[src/rtl/upcnt_ctrl.sv]
// ============================================================================
// upcnt_ctrl
// ----------------------------------------------------------------------------
// Purpose:
//   Sequencer for a WIDTH-bit structural up counter. A run works like this:
//   clear the counter, enable it one clock at a time until it reaches the
//   captured target, then pulse done. While a run is active the sequencer
//   can pause, abort, or reload automatically. It also counts completed runs.
//
// Ports:
//   i_clk        rising-edge clock
//   i_s_reset    synchronous reset, active-low
//   i_go         start request, only honoured while idle
//   i_pause      level, holds the count while high
//   i_abort      level, returns to idle; wins over everything else
//   i_reload     restart automatically after done (looked at only in DONE)
//   i_target     terminal count, captured when go is accepted
//   i_cnt_value  current counter output
//   o_cnt_en     counter increment enable
//   o_cnt_clr    one-cycle counter clear
//   o_busy       high whenever the sequencer is not idle
//   o_done       one-cycle pulse while in DONE
//   o_cfg_err    one-cycle pulse after a go with target==0
//   o_periods    completed runs since the last accepted go (saturating)
// ============================================================================
module upcnt_ctrl #(
    parameter int WIDTH  = 4,
    parameter int PCNT_W = 8
) (
    input  logic              i_clk,
    input  logic              i_s_reset,
    input  logic              i_go,
    input  logic              i_pause,
    input  logic              i_abort,
    input  logic              i_reload,
    input  logic [WIDTH-1:0]  i_target,
    input  logic [WIDTH-1:0]  i_cnt_value,
    output logic              o_cnt_en,
    output logic              o_cnt_clr,
    output logic              o_busy,
    output logic              o_done,
    output logic              o_cfg_err,
    output logic [PCNT_W-1:0] o_periods
);

    typedef enum logic [2:0] {
        IDLE,
        CLEAR,
        RUN,
        PAUSE,
        DONE
    } state_t;

    state_t              r_state;
    state_t              w_nextState;
    logic [WIDTH-1:0]    r_tgtQ;
    logic [PCNT_W-1:0]   r_periods;
    logic                r_cfgErr;

    logic                w_goAccept;
    logic                w_goBadTarget;
    logic                w_lastCount;
    logic                w_periodsFull;

    // A go is only considered in IDLE. Abort has priority, so a go that
    // arrives together with abort is neither accepted nor flagged.
    assign w_goAccept    = (r_state == IDLE) & i_go & ~i_abort & (i_target != '0);
    assign w_goBadTarget = (r_state == IDLE) & i_go & ~i_abort & (i_target == '0);

    // The increment that happens on this edge brings the counter to the
    // target, so the FSM must reach DONE on the same edge.
    assign w_lastCount   = (i_cnt_value == (r_tgtQ - WIDTH'(1)));

    assign w_periodsFull = (r_periods == '1);

    // State register. Reset returns to IDLE. It does not touch the external
    // counter, so the count stays where it was.
    always_ff @(posedge i_clk) begin
        if (!i_s_reset) begin
            r_state <= IDLE;
        end else begin
            r_state <= w_nextState;
        end
    end

    // Run configuration and status registers. The target is captured only on
    // an accepted go, so later changes to i_target during a run have no effect.
    // The period count clears on each new run and saturates rather than wrapping.
    always_ff @(posedge i_clk) begin
        if (!i_s_reset) begin
            r_tgtQ    <= '0;
            r_periods <= '0;
            r_cfgErr  <= 1'b0;
        end else begin
            r_cfgErr <= w_goBadTarget;
            if (w_goAccept) begin
                r_tgtQ    <= i_target;
                r_periods <= '0;
            end else if (r_state == DONE && !w_periodsFull) begin
                r_periods <= r_periods + PCNT_W'(1);
            end
        end
    end

    // Next-state logic. In every busy state abort is checked first. Pause
    // ranks above terminal-count detection, so a run paused on its last
    // increment resumes before it finishes.
    always_comb begin
        w_nextState = r_state;
        case (r_state)
            IDLE: begin
                if (w_goAccept) begin
                    w_nextState = CLEAR;
                end
            end
            CLEAR: begin
                w_nextState = i_abort ? IDLE : RUN;
            end
            RUN: begin
                if (i_abort) begin
                    w_nextState = IDLE;
                end else if (i_pause) begin
                    w_nextState = PAUSE;
                end else if (w_lastCount) begin
                    w_nextState = DONE;
                end
            end
            PAUSE: begin
                if (i_abort) begin
                    w_nextState = IDLE;
                end else if (!i_pause) begin
                    w_nextState = RUN;
                end
            end
            DONE: begin
                if (i_abort) begin
                    w_nextState = IDLE;
                end else if (i_reload) begin
                    w_nextState = CLEAR;
                end else begin
                    w_nextState = IDLE;
                end
            end
            default: begin
                w_nextState = IDLE;
            end
        endcase
    end

    // Output decode. Every output is a pure function of the state except the
    // counter enable. The enable also looks at pause and abort so that the
    // count stops on the same edge the FSM leaves RUN.
    always_comb begin
        o_cnt_en  = 1'b0;
        o_cnt_clr = 1'b0;
        o_busy    = (r_state != IDLE);
        o_done    = 1'b0;
        case (r_state)
            CLEAR:   o_cnt_clr = 1'b1;
            RUN:     o_cnt_en  = ~i_pause & ~i_abort;
            DONE:    o_done    = 1'b1;
            default: ;
        endcase
    end

    assign o_cfg_err = r_cfgErr;
    assign o_periods = r_periods;

endmodule

[config.mk]
export PLATFORM = sky130hd
export DESIGN_NAME = upcnt_ctrl
export DESIGN_NICKNAME = d
export VERILOG_FILES = /design/src/rtl/upcnt_ctrl.sv
export SDC_FILE = /design/constraint.sdc
export NUM_CORES = 1
export LEC_CHECK = 0
export CORE_MARGIN = 8
export CORE_UTILIZATION = 35
export CTS_CLUSTER_SIZE = 20
export DETAILED_ROUTE_END_ITERATION = 7
export PLACE_DENSITY = 0.77
export SYNTH_ARGS = -nofsm -noshare
export SYNTH_HDL_FRONTEND = slang
export SYNTH_SLANG_ARGS = --single-unit
[constraint.sdc]
create_clock -name i_clk -period 1.5 [get_ports i_clk]
set_input_delay 0.225 -clock i_clk [delete_from_list [all_inputs] [get_ports i_clk]]
set_output_delay 0.225 -clock i_clk [all_outputs]
set_load 0.05 [all_outputs]
Yosys cells after proc, flatten, opt, wreduce, memory -nomap -nowiden
Cells that the tools add are included.
{"block": "word_totals", "reg_bits": 16, "in_bits": 14, "output_inout_bits": 13, "elab_cells": 44}
{"block": "op_classes", "addsub": 2, "eq_ne": 9, "mux": 13, "bitwise": 8, "n_reduce_logical": 8}
{"cell": "$mux 3", "count": 6}
{"cell": "$pmux 3 s5", "count": 1}
{"cell": "$add 8x1->8 const B", "count": 1}
{"cell": "$eq 8x8->1 const B", "count": 1}
{"cell": "$eq 3x2->1 const B", "count": 2}
{"cell": "$and 1x1->1", "count": 5}
{"cell": "$mux 1", "count": 5}
{"cell": "$eq 4x4->1", "count": 1}
{"cell": "$logic_not 4->1", "count": 1}
{"cell": "$ne 4x4->1 const B", "count": 1}
{"cell": "$reduce_bool 4->1", "count": 1}
{"cell": "$sub 4x1->4 const B", "count": 1}
{"cell": "$eq 3x1->1 const B", "count": 1}
{"cell": "$eq 3x3->1 const B", "count": 1}
{"cell": "$logic_not 3->1", "count": 1}
{"cell": "$ne 3x3->1 const B", "count": 1}
{"cell": "$not 1->1", "count": 3}
{"cell": "$reduce_and 3->1", "count": 1}
{"cell": "$reduce_bool 3->1", "count": 1}
{"cell": "$mux 2", "count": 1}
{"cell": "$ne 2x2->1 const B", "count": 1}
{"cell": "$reduce_or 2->1", "count": 1}
{"cell": "$logic_and 1x1->1", "count": 1}
{"cell": "$logic_not 1->1", "count": 1}

Depth between registers and ports, before layout
{"block": "depth", "depth_word": 6, "depth_mapped": 6, "depth_no_buf": 6}

Least setup slack after synthesis
OpenSTA, ideal clock, no wires.
{"block": "synth_timing", "path_type": "flip-flop to flip-flop", "startpoint": "reg r_periods[0], in the netlist o_periods[0]", "endpoint": "reg r_periods[1], in the netlist o_periods[1]", "setup_time_ns": 0.134, "arrival_ns": 1.628, "t_required_ns": 1.366, "slack_ns": -0.262, "stages_incl_launch_ff": 6, "n_path_buf": 0, "period_less_slack_ns": 1.762, "cell_sequence": "dfxtp_1 -> ha_1 -> nand3_1 -> o21ai_1 -> mux2i_1 -> nor2_1"}
{"block": "synth_between", "elab_chain_cells": 3, "elab_cells_between_ends": 4, "classes_between": "1 x add/sub; 1 x eq/ne; 2 x reduce/logical"}
{"element": "start, declared", "line_no": "57", "text": "logic [PCNT_W-1:0] r_periods;"}
{"element": "start signal, assigned", "line_no": "100", "text": "r_periods <= r_periods + PCNT_W'(1);"}
{"element": "branches (longest 3 deep; another with $add 8x1->8)"}
Several ways; the timed one is not identified.
A chain may end at the register's enable or synchronous reset.

Worst setup path after layout
{"block": "layout_timing", "startpoint": "reg r_state[1]", "endpoint": "out o_busy"}
{"block": "layout_between", "elab_chain_cells": 1}
{"element": "start, declared", "line_no": "54", "text": "state_t r_state;"}
{"element": "start signal, assigned", "line_no": "82", "text": "r_state <= w_nextState;"}
{"element": "$reduce_bool 3->1", "line_no": "156", "text": "o_busy = (r_state != IDLE);"}
{"element": "end, declared", "line_no": "40", "text": "output logic o_busy,"}
No other way between the ends.

==> run metrics <==
fin crit share=1.01; Worst Reg-to-Reg Cells=6; CTS H-tree lvls=1; area of the mapped netlist=813 sq um; placed wire-length estimate=1800 microns; final setup TNS=-0.0214 ns; crit path kind=reg -> out; max-cap viol count=0; Final #Nets=151; status=finished with violations; Final WS setup=-0.0162 ns; Yosys cell types=28; Ports=27; Pins Over Slew Limit=0; Hold Crit Class=reg -> reg; Cells after DPL=153; Util after Layout=0.612; Power Total=0.862 mW; grt ovf=0; clock transition at the registers of the reported paths=0.09 ns; Routed Antenna Nets=0; Crit. End Element=output pin; via count=831; Power Density=637 nW/um^2; sequential area share after synthesis=0.394; Gate Count Post-Synth=90; total wire length=2370 microns; CTS tree=yes; drt pass-1 iters=4; CTS root buf=clkbuf_4; Final Hold Fails=0; die width=64.2 microns; pin count of the biggest net entering global routing=9; Startpoint Class=flop; cell area after layout=1350 sq um; Final GP Congestion=0.804; Leak=0.573 nW; Worst VDD drop=0.390 mV; Setup Viol. Count Final=2; ys flop type=dfxtp_1; total area of sequential cells=338 sq um; Synth Warn #=0; Max FO, Critical Path=4; Antenna Diode Count=0; RSZ-0062 raised after global routing=true; Tmin final=1.52 ns; critical path required time=1.27 ns; Worst Skew=0.00222 ns; area grow syn2layout=66.5%; violated checks=setup timing; Global Route Usage Sum=0.112; Skew-Pair Late Insertion Delay=0.27 ns; 1st-iter DRT viols=25; Syn Area/Cell=9.04 sq um; DP Area=1230 sq um; port bufs=26; core area=2210 sq um; Post-Place Worst Slack=-0.218 ns; drt drc=0; layout cell share with drive strength beyond 1=0.391; Synth area leader=dfxtp_1; final hold slack=0.495 ns; non-filler cells, final=161; Row Count=17; share of the synthesized area in the top cell type=0.394; initial antenna violation count=0; Slew @ Worst Pin=0.299 ns; first-pass GRT wire length=3880 microns; initial core utilization=0.368; clock sinks=16; slew margin rel.=0.798; fill count=212; vias in the first global route=909; vias per cell=5.16; Async S/R FF share, synth=0; Arrival @ worst endpoint=1.29 ns; FMAX=660 MHz; Post-synth EDFFs=0; Synth area leaders=dfxtp_1 39%, nor2_1 6.0%, a22o_1 4.3%; Synth Register Bits=16; die area=4120 sq um; Syn Nets=106; area of the multi-input gates=515 sq um; Die Height=64.2 microns; Clock Tree Buf Depth=2; total CTS buffers=3; hold depth=1; wire length per cell=14.7 microns
==> registers in the layout (all words and copies together), names as in the netlist <==
signal     count
r_state        3
o_cfg_err      1
o_periods      8
r_tgtQ         4
==> area by class of cell <==
type                       instances  area share
sequential                        16       0.250
clock buffer                       3      0.0166
tap                               28      0.0259
timing repair buffer              40       0.309
inverter                           6      0.0185
multi-input combinational         68       0.381
==> layer usage <==
metal / up-vias / track usage / share of wire
met5: - / 0 / 0
met4: 0 / 0.0327 / 0.0017
met3: 2 / 0.0470 / 0.087
met2: 33 / 0.218 / 0.51
met1: 387 / 0.103 / 0.40
li1: 409 / - / -
==> worst max-delay path, stage by stage (launching register included) <==
cell and delay (ns):
dfxtp_2 0.33, buf_6 0.12, or3_4 0.40, buf_8 0.16
==> synthesized netlist by cell type, drive strengths merged (2+ instances only) <==
cell,n
nand3,4
nand2,4
inv,6
nor4,3
nor3,4
nor2,13
xor2,4
nand4,2
mux2i,3
o211ai,2
ha,2
xnor2,3
a22o,4
o21ai,6
nor3b,3
and3,3
dfxtp,16
==> cells by family after synthesis <==
logic type	after synthesis	synth area share
multiplexers	3	0.0369
AO/OA/AOI/OAI	15	0.134
buffers and inverters	6	0.0277
adder cells (fa/ha/maj)	2	0.0308
XOR/XNOR	8	0.105
AND/OR/NAND/NOR	40	0.272
flip-flops	16	0.394
==> report_power, final <==
part	switching, mW	internal, mW
Sequential	0.00945	0.432
Clock	0.123	0.0929
Combinational	0.0952	0.109
Total	0.228	0.634
==> worst paths after layout <==
kind	from	end	slack, ns
max	r_state[1]$_SDFFE_PN0P_	o_busy	-0.02
min	r_tgtQ[1]$_SDFFE_PN0P_	r_tgtQ[1]$_SDFFE_PN0P_	0.50
max reg2reg	r_state[2]$_SDFFE_PN0P_	o_periods[3]$_SDFFE_PP0P_	0.07
min reg2reg	r_tgtQ[1]$_SDFFE_PN0P_	r_tgtQ[1]$_SDFFE_PN0P_	0.50
==> cell usage in the layout, fill, tap and decap left out, types with 3 or more instances in the layout <==
| cell | netlist | final |
|---|---|---|
| o21ai_0 | 4 | 3 |
| buf_4 | 0 | 17 |
| mux2i_1 | 3 | 3 |
| clkdlybuf4s50_1 | 0 | 13 |
| xor2_1 | 4 | 4 |
| clkbuf_4 | 0 | 3 |
| dfxtp_2 | 0 | 8 |
| buf_12 | 0 | 5 |
| nand2_1 | 4 | 4 |
| nor2_1 | 13 | 13 |
| dfxtp_1 | 16 | 6 |
| buf_6 | 0 | 4 |
| xnor2_1 | 3 | 3 |
| a22o_1 | 4 | 4 |
| o21ai_1 | 2 | 3 |
| inv_1 | 5 | 5 |
| nand3_1 | 4 | 4 |
==> timing repair <==
action	in CTS	in global routing
gates resized for setup	8	11
pin swaps	2	7
endpoints found under the setup margin	3	15
hold buffers	0	0
setup buffers	2	3
(Power assumes the default switching activity.)
